$ cat config.mk
export PLATFORM = sky130hd
export DESIGN_NAME = key_event_gen_flat
export DESIGN_NICKNAME = d
export VERILOG_FILES = /design/src/rtl/key_event_gen_pkg.sv /design/src/rtl/key_event_gen_if.sv /design/src/rtl/key_event_gen.sv /design/src/flat_wrapper.sv
export SDC_FILE = /design/constraint.sdc
export NUM_CORES = 1
export LEC_CHECK = 0
export BUFFER_PORTS_ARGS = -buffer_cell sky130_fd_sc_hd__buf_2
export CAP_MARGIN = 20
export CORE_MARGIN = 10
export CORE_UTILIZATION = 55
export DETAILED_ROUTE_END_ITERATION = 8
export HOLD_SLACK_MARGIN = 0.08
export PLACE_DENSITY_LB_ADDON = 0.3
export SYNTH_ARGS = -nofsm -noshare
export SYNTH_HDL_FRONTEND = slang
export SYNTH_SLANG_ARGS = --single-unit
$ cat constraint.sdc
create_clock -name clk -period 5.9 [get_ports clk]
set_clock_uncertainty 0.05 [all_clocks]
set_input_delay 0.59 -clock clk [delete_from_list [all_inputs] [get_ports clk]]
set_output_delay 0.59 -clock clk [all_outputs]
set_load 0.02 [all_outputs]
$ cat src/rtl/key_event_gen_pkg.sv
// Shared types for key gesture decoding.
// Holds the FSM state type and the counter-width helper.
package key_evt_pkg;

  typedef enum logic [2:0] {
    IDLE,
    PRESS,
    GAP,
    PRESS2,
    LONG
  } key_state_t;

  localparam int DEF_LONG_CYCLES   = 50_000_000;
  localparam int DEF_REPEAT_CYCLES = 10_000_000;
  localparam int DEF_DCLICK_CYCLES = 15_000_000;

  // Width that holds every terminal value (max - 1).
  function automatic int cnt_w(
    input int a,
    input int b,
    input int c
  );
    int m;
    m = a;
    if (b > m) m = b;
    if (c > m) m = c;
    return $clog2(m);
  endfunction

endpackage

$ cat src/rtl/key_event_gen_if.sv
// Key level in, gesture events out.
// master: event generator; slave: event consumer.
interface key_event_if;

  logic key_level;
  logic press_pulse;
  logic release_pulse;
  logic click_pulse;
  logic dclick_pulse;
  logic long_pulse;
  logic repeat_pulse;
  logic held;

  modport master (
    input  key_level,
    output press_pulse,
    output release_pulse,
    output click_pulse,
    output dclick_pulse,
    output long_pulse,
    output repeat_pulse,
    output held
  );

  modport slave (
    output key_level,
    input  press_pulse,
    input  release_pulse,
    input  click_pulse,
    input  dclick_pulse,
    input  long_pulse,
    input  repeat_pulse,
    input  held
  );

endinterface

$ cat src/rtl/key_event_gen.sv
// Debounced key level -> registered 1-cycle gesture events.
// Ports: clk, nrst (async, active-high), bus (key_event_if.master).
module key_event_gen
  import key_evt_pkg::*;
#(
  parameter int LONG_CYCLES   = DEF_LONG_CYCLES,
  parameter int REPEAT_CYCLES = DEF_REPEAT_CYCLES,
  parameter int DCLICK_CYCLES = DEF_DCLICK_CYCLES
) (
  input  logic clk,
  input  logic nrst,
  key_event_if.master bus
);

  localparam int CW =
    cnt_w(LONG_CYCLES, REPEAT_CYCLES, DCLICK_CYCLES);

  localparam logic [CW-1:0] LONG_T = CW'(LONG_CYCLES - 1);
  localparam logic [CW-1:0] REP_T  = CW'(REPEAT_CYCLES - 1);
  localparam logic [CW-1:0] DCL_T  = CW'(DCLICK_CYCLES - 1);

  key_state_t    state_q, state_d;
  logic [CW-1:0] cnt_q, cnt_d;
  logic          key_prev;

  logic rise, fall;
  logic press_d, release_d, click_d;
  logic dclick_d, long_d, repeat_d, held_d;

  logic press_q, release_q, click_q;
  logic dclick_q, long_q, repeat_q, held_q;

  assign rise = bus.key_level & ~key_prev;
  assign fall = ~bus.key_level & key_prev;

  always_comb begin
    state_d   = state_q;
    cnt_d     = cnt_q + 1'b1;
    press_d   = 1'b0;
    release_d = 1'b0;
    click_d   = 1'b0;
    dclick_d  = 1'b0;
    long_d    = 1'b0;
    repeat_d  = 1'b0;

    unique case (state_q)
      IDLE: begin
        // Parked: hold cnt at 0 so it never runs away.
        cnt_d = '0;
        if (rise) begin
          state_d = PRESS;
          press_d = 1'b1;
        end
      end
      PRESS: begin
        if (fall) begin
          state_d   = GAP;
          release_d = 1'b1;
        end else if (cnt_q == LONG_T) begin
          state_d = LONG;
          long_d  = 1'b1;
        end
      end
      GAP: begin
        if (rise) begin
          state_d  = PRESS2;
          press_d  = 1'b1;
          dclick_d = 1'b1;
        end else if (cnt_q == DCL_T) begin
          state_d = IDLE;
          click_d = 1'b1;
        end
      end
      PRESS2: begin
        if (fall) begin
          state_d   = IDLE;
          release_d = 1'b1;
        end else if (cnt_q == LONG_T) begin
          state_d = LONG;
          long_d  = 1'b1;
        end
      end
      LONG: begin
        if (fall) begin
          state_d   = IDLE;
          release_d = 1'b1;
        end else if (cnt_q == REP_T) begin
          repeat_d = 1'b1;
          cnt_d    = '0;
        end
      end
      default: begin
        state_d = IDLE;
      end
    endcase

    if (state_d != state_q) cnt_d = '0;

    held_d = (state_d == PRESS) |
             (state_d == PRESS2) |
             (state_d == LONG);
  end

  always_ff @(posedge clk or posedge nrst) begin
    if (nrst) begin
      state_q   <= IDLE;
      cnt_q     <= '0;
      key_prev  <= 1'b0;
      press_q   <= 1'b0;
      release_q <= 1'b0;
      click_q   <= 1'b0;
      dclick_q  <= 1'b0;
      long_q    <= 1'b0;
      repeat_q  <= 1'b0;
      held_q    <= 1'b0;
    end else begin
      state_q   <= state_d;
      cnt_q     <= cnt_d;
      key_prev  <= bus.key_level;
      press_q   <= press_d;
      release_q <= release_d;
      click_q   <= click_d;
      dclick_q  <= dclick_d;
      long_q    <= long_d;
      repeat_q  <= repeat_d;
      held_q    <= held_d;
    end
  end

  assign bus.press_pulse   = press_q;
  assign bus.release_pulse = release_q;
  assign bus.click_pulse   = click_q;
  assign bus.dclick_pulse  = dclick_q;
  assign bus.long_pulse    = long_q;
  assign bus.repeat_pulse  = repeat_q;
  assign bus.held          = held_q;

endmodule

$ cat src/flat_wrapper.sv
// flat-port wrapper written by rule: the top's interface ports become plain ports
module key_event_gen_flat import key_evt_pkg::*;
#(
  parameter int LONG_CYCLES   = DEF_LONG_CYCLES,
  parameter int REPEAT_CYCLES = DEF_REPEAT_CYCLES,
  parameter int DCLICK_CYCLES = DEF_DCLICK_CYCLES
)
  (clk, nrst, bus_key_level, bus_press_pulse, bus_release_pulse, bus_click_pulse, bus_dclick_pulse, bus_long_pulse, bus_repeat_pulse, bus_held);
  key_event_if bus_i ();
  input  logic clk;
  input  logic nrst;
  input wire logic [$bits(bus_i.key_level)-1:0] bus_key_level;
  output wire logic [$bits(bus_i.press_pulse)-1:0] bus_press_pulse;
  output wire logic [$bits(bus_i.release_pulse)-1:0] bus_release_pulse;
  output wire logic [$bits(bus_i.click_pulse)-1:0] bus_click_pulse;
  output wire logic [$bits(bus_i.dclick_pulse)-1:0] bus_dclick_pulse;
  output wire logic [$bits(bus_i.long_pulse)-1:0] bus_long_pulse;
  output wire logic [$bits(bus_i.repeat_pulse)-1:0] bus_repeat_pulse;
  output wire logic [$bits(bus_i.held)-1:0] bus_held;
  assign bus_i.key_level = bus_key_level;
  assign bus_press_pulse = bus_i.press_pulse;
  assign bus_release_pulse = bus_i.release_pulse;
  assign bus_click_pulse = bus_i.click_pulse;
  assign bus_dclick_pulse = bus_i.dclick_pulse;
  assign bus_long_pulse = bus_i.long_pulse;
  assign bus_repeat_pulse = bus_i.repeat_pulse;
  assign bus_held = bus_i.held;
  key_event_gen #(.LONG_CYCLES(LONG_CYCLES), .REPEAT_CYCLES(REPEAT_CYCLES), .DCLICK_CYCLES(DCLICK_CYCLES)) u_core (.clk(clk), .nrst(nrst), .bus(bus_i));
endmodule
==> results_dict.tcl <==
set metrics [dict create \
    worst-path-buf-inv 0 \
    postCtsSetupBuffers 0 \
    nets 209 \
    synth_ff_type "dfrtp_1" \
    crit_type "register to register" \
    first_pass_iters 4 \
    ys_warn_count 0 \
    clockBufferDepth 2 \
    finish.utilization_pct 61.04 \
    fill_cells 295 \
    placed_area_um2 1982 \
    cp_max_fo 26 \
    fmax_ghz 0.3430 \
    multi_input_area_um2 922.1 \
    cts_tree "built" \
    end_kind "register" \
    ant_nets 0 \
    slowest_delay_ps 910 \
    drt-wirelength-per-cell_um 14.87 \
    first_iter_violations 118 \
    start_kind "register" \
    r2r_cells 5 \
    n_antenna_cell 0 \
    yosysSeqAreaShare_pct 48.52 \
    row_count 21 \
    drt_wl_total_um 3733 \
    grt_max_degree 38 \
    viasPerCell 5.809 \
    antenna_found_initial 0 \
    cts.sinks 37 \
    die_area_um2 6225 \
    syn_area_um2 1908 \
    cts_buffers 5 \
    holdCritPathClass "primary input to async pin" \
    die_w_um 78.90 \
    fin_tns_setup_ps 0 \
    cts_resized 0 \
    finalSetupViolCount 0 \
    grt_use_total_pct 12.51 \
    grt-ovfl-total 0 \
    rsz0062_at_grt "no" \
    holdBufCountCts 0 \
    clk_latency_ps 340 \
    peakVddDrop_uv 165.8 \
    ff_latch_area_um2 925.9 \
    slew_headroom_pct 29.15 \
    gp_congestion 0.8583 \
    drive_above_1_share_pct 12.68 \
    cp_slowest_cell "a211oi_4" \
    tightest_slew_ps 1059 \
    rr_startpoint "u_core.cnt_q[12]" \
    grt_pass1_vias 1394 \
    design_area_um2 2037 \
    place_inst 244 \
    crit_family "simple AND/OR/NAND/NOR gates" \
    r2r-end "u_core.cnt_q[25]" \
    ys_ff_latch 37 \
    clk_pin_slew_ps 100 \
    syn_nets 197 \
    finalCritPeriodShare_pct 49.42 \
    crit_required_ps 6020 \
    drv_slew 0 \
    htreeDepth 2 \
    die_h_um 78.90 \
    area_growth_syn_to_layout_pct 6.754 \
    cap_viol_max_count 0 \
    grt_pass1_wl_um 6354 \
    p_leak_nw 0.8498 \
    core_um2 3337 \
    drc 0 \
    fin_cells 251 \
    path_cells "nand4bb_1 -> or4_1 -> or4_4 -> a211oi_4 -> nor3_1" \
    worst-r2r-setup-slack_ps 2980 \
    p_per_area_nw_per_um2 257.7 \
    hold_violations 0 \
    async_flop_share_pct 100.0 \
    synth_cells 193 \
    root_buffer "clkbuf_4" \
    synth.avg_cell_area_um2 9.886 \
    port_buffers 9 \
    start_util_pct 57.18 \
    arrival_ps 3040 \
    dr_total_vias 1458 \
    ys_types 37 \
    io_pins 10 \
    status "completed" \
    synth_edf_count 0 \
    min_period_ps 2916 \
    hpwl_um 2552 \
]
layout make-up:
class	count	area share, %
tap	46	2.826
clock buffer	7	2.703
timing repair buffer	12	3.194
multi-input combinational	146	45.27
sequential	37	45.45
inverter	3	0.5528
worst register-to-register path, stage by stage (launching register included):
cell and delay, ps:
dfrtp_1 470, nand4bb_1 200, or4_1 460, or4_4 530
a211oi_4 910, nor3_1 140
Yosys cell counts (all sizes together) (2+ instances only):
cell type	count	share of area (%)
dfrtp	37	49
nor4	4	1.3
a21oi	2	0.52
xnor2	11	5.0
o21ai	2	0.52
nand4	6	2.0
nand2	15	3.0
and3	6	2.0
buf	3	1.8
or4	3	1.4
nor3	34	9.4
nor2	12	2.4
and4	4	2.0
nand3	11	2.9
a31oi	2	0.66
a211oi	4	2.5
and2	4	1.3
xor2	13	6.0
clkbuf	4	0.79
nand2b	3	0.98
inv	3	0.59
routing by layer:
metal	share of wire (%)	track usage, %
met1	45	14.63
met2	49	20.81
met3	4.0	4.505
met4	2.1	4.301
met5	0	0
kinds of logic (layout without fill, tap and decap cells):
logic type	after synthesis	in the layout	share of synthesized area (%)
compound gates	12	12	5.115
simple gates	109	109	31.54
xor+xnor	24	24	11.02
buf+inv	10	22	3.147
flops	37	37	48.52
fa+ha+maj	1	1	0.6556
placed cells by master, fill, tap and decap left out, types with 3 or more instances in the layout:
cell type,instances
dfrtp_1,37
nor3_1,32
nand2_1,15
xor2_1,13
nor2_1,12
nand3_1,11
xnor2_1,11
buf_2,10
nand4_1,6
and3_1,6
clkbuf_4,5
nor4_1,4
nand2b_1,3
and2_1,3
inv_1,3
sequential cells by signal (all words and copies together), names as in the netlist:
name and count:
u_core.bus.long_pulse 1, u_core.bus.click_pulse 1, u_core.cnt_q 26, u_core.state_q 3
u_core.bus.press_pulse 1, u_core.bus.held 1, u_core.key_prev 1, u_core.bus.dclick_pulse 1
u_core.bus.release_pulse 1, u_core.bus.repeat_pulse 1
how the worst max path moves through the flow:
| stage | start | endpoint | slack [ps] | depth (start not counted) |
|---|---|---|---|---|
| after floorplan | u_core.cnt_q[12] | u_core.cnt_q[17] | 3520 | 7 |
| after global placement | u_core.cnt_q[12] | u_core.cnt_q[25] | 3080 | 5 |
| after detailed placement | u_core.cnt_q[12] | u_core.cnt_q[3] | 2970 | 5 |
| after CTS | u_core.cnt_q[12] | u_core.cnt_q[25] | 2960 | 5 |
| after global routing | u_core.cnt_q[14] | u_core.cnt_q[20] | 2770 | 5 |
| final | u_core.cnt_q[12] | u_core.cnt_q[25] | 2980 | 5 |
where the power goes:
| group | switching [W] | internal [W] | leakage [nW] | total [W] |
|---|---|---|---|---|
| Combinational | 0.0000716 | 0.0000319 | 0.314 | 0.000103 |
| Sequential | 0.0000187 | 0.000269 | 0.505 | 0.000288 |
| Clock | 0.0000775 | 0.0000563 | 0.0314 | 0.000134 |
| Total | 0.000168 | 0.000357 | 0.850 | 0.000525 |
per-stage QoR:
stage / total power [W] / hold slack (ps) / worst slack (ps)
6_report: 0.0005249 / 289.1 / 2984
3_5_place_dp: 0.0003974 / 468.7 / 2974
5_1_grt: 0.0005542 / 314.3 / 2772
4_1_cts: 0.0005303 / 298.9 / 2958
2_1_floorplan: 0.0003771 / 434.3 / 3523
3_3_place_gp: 0.0003934 / 463.2 / 3082
(Power assumes the default switching activity.)
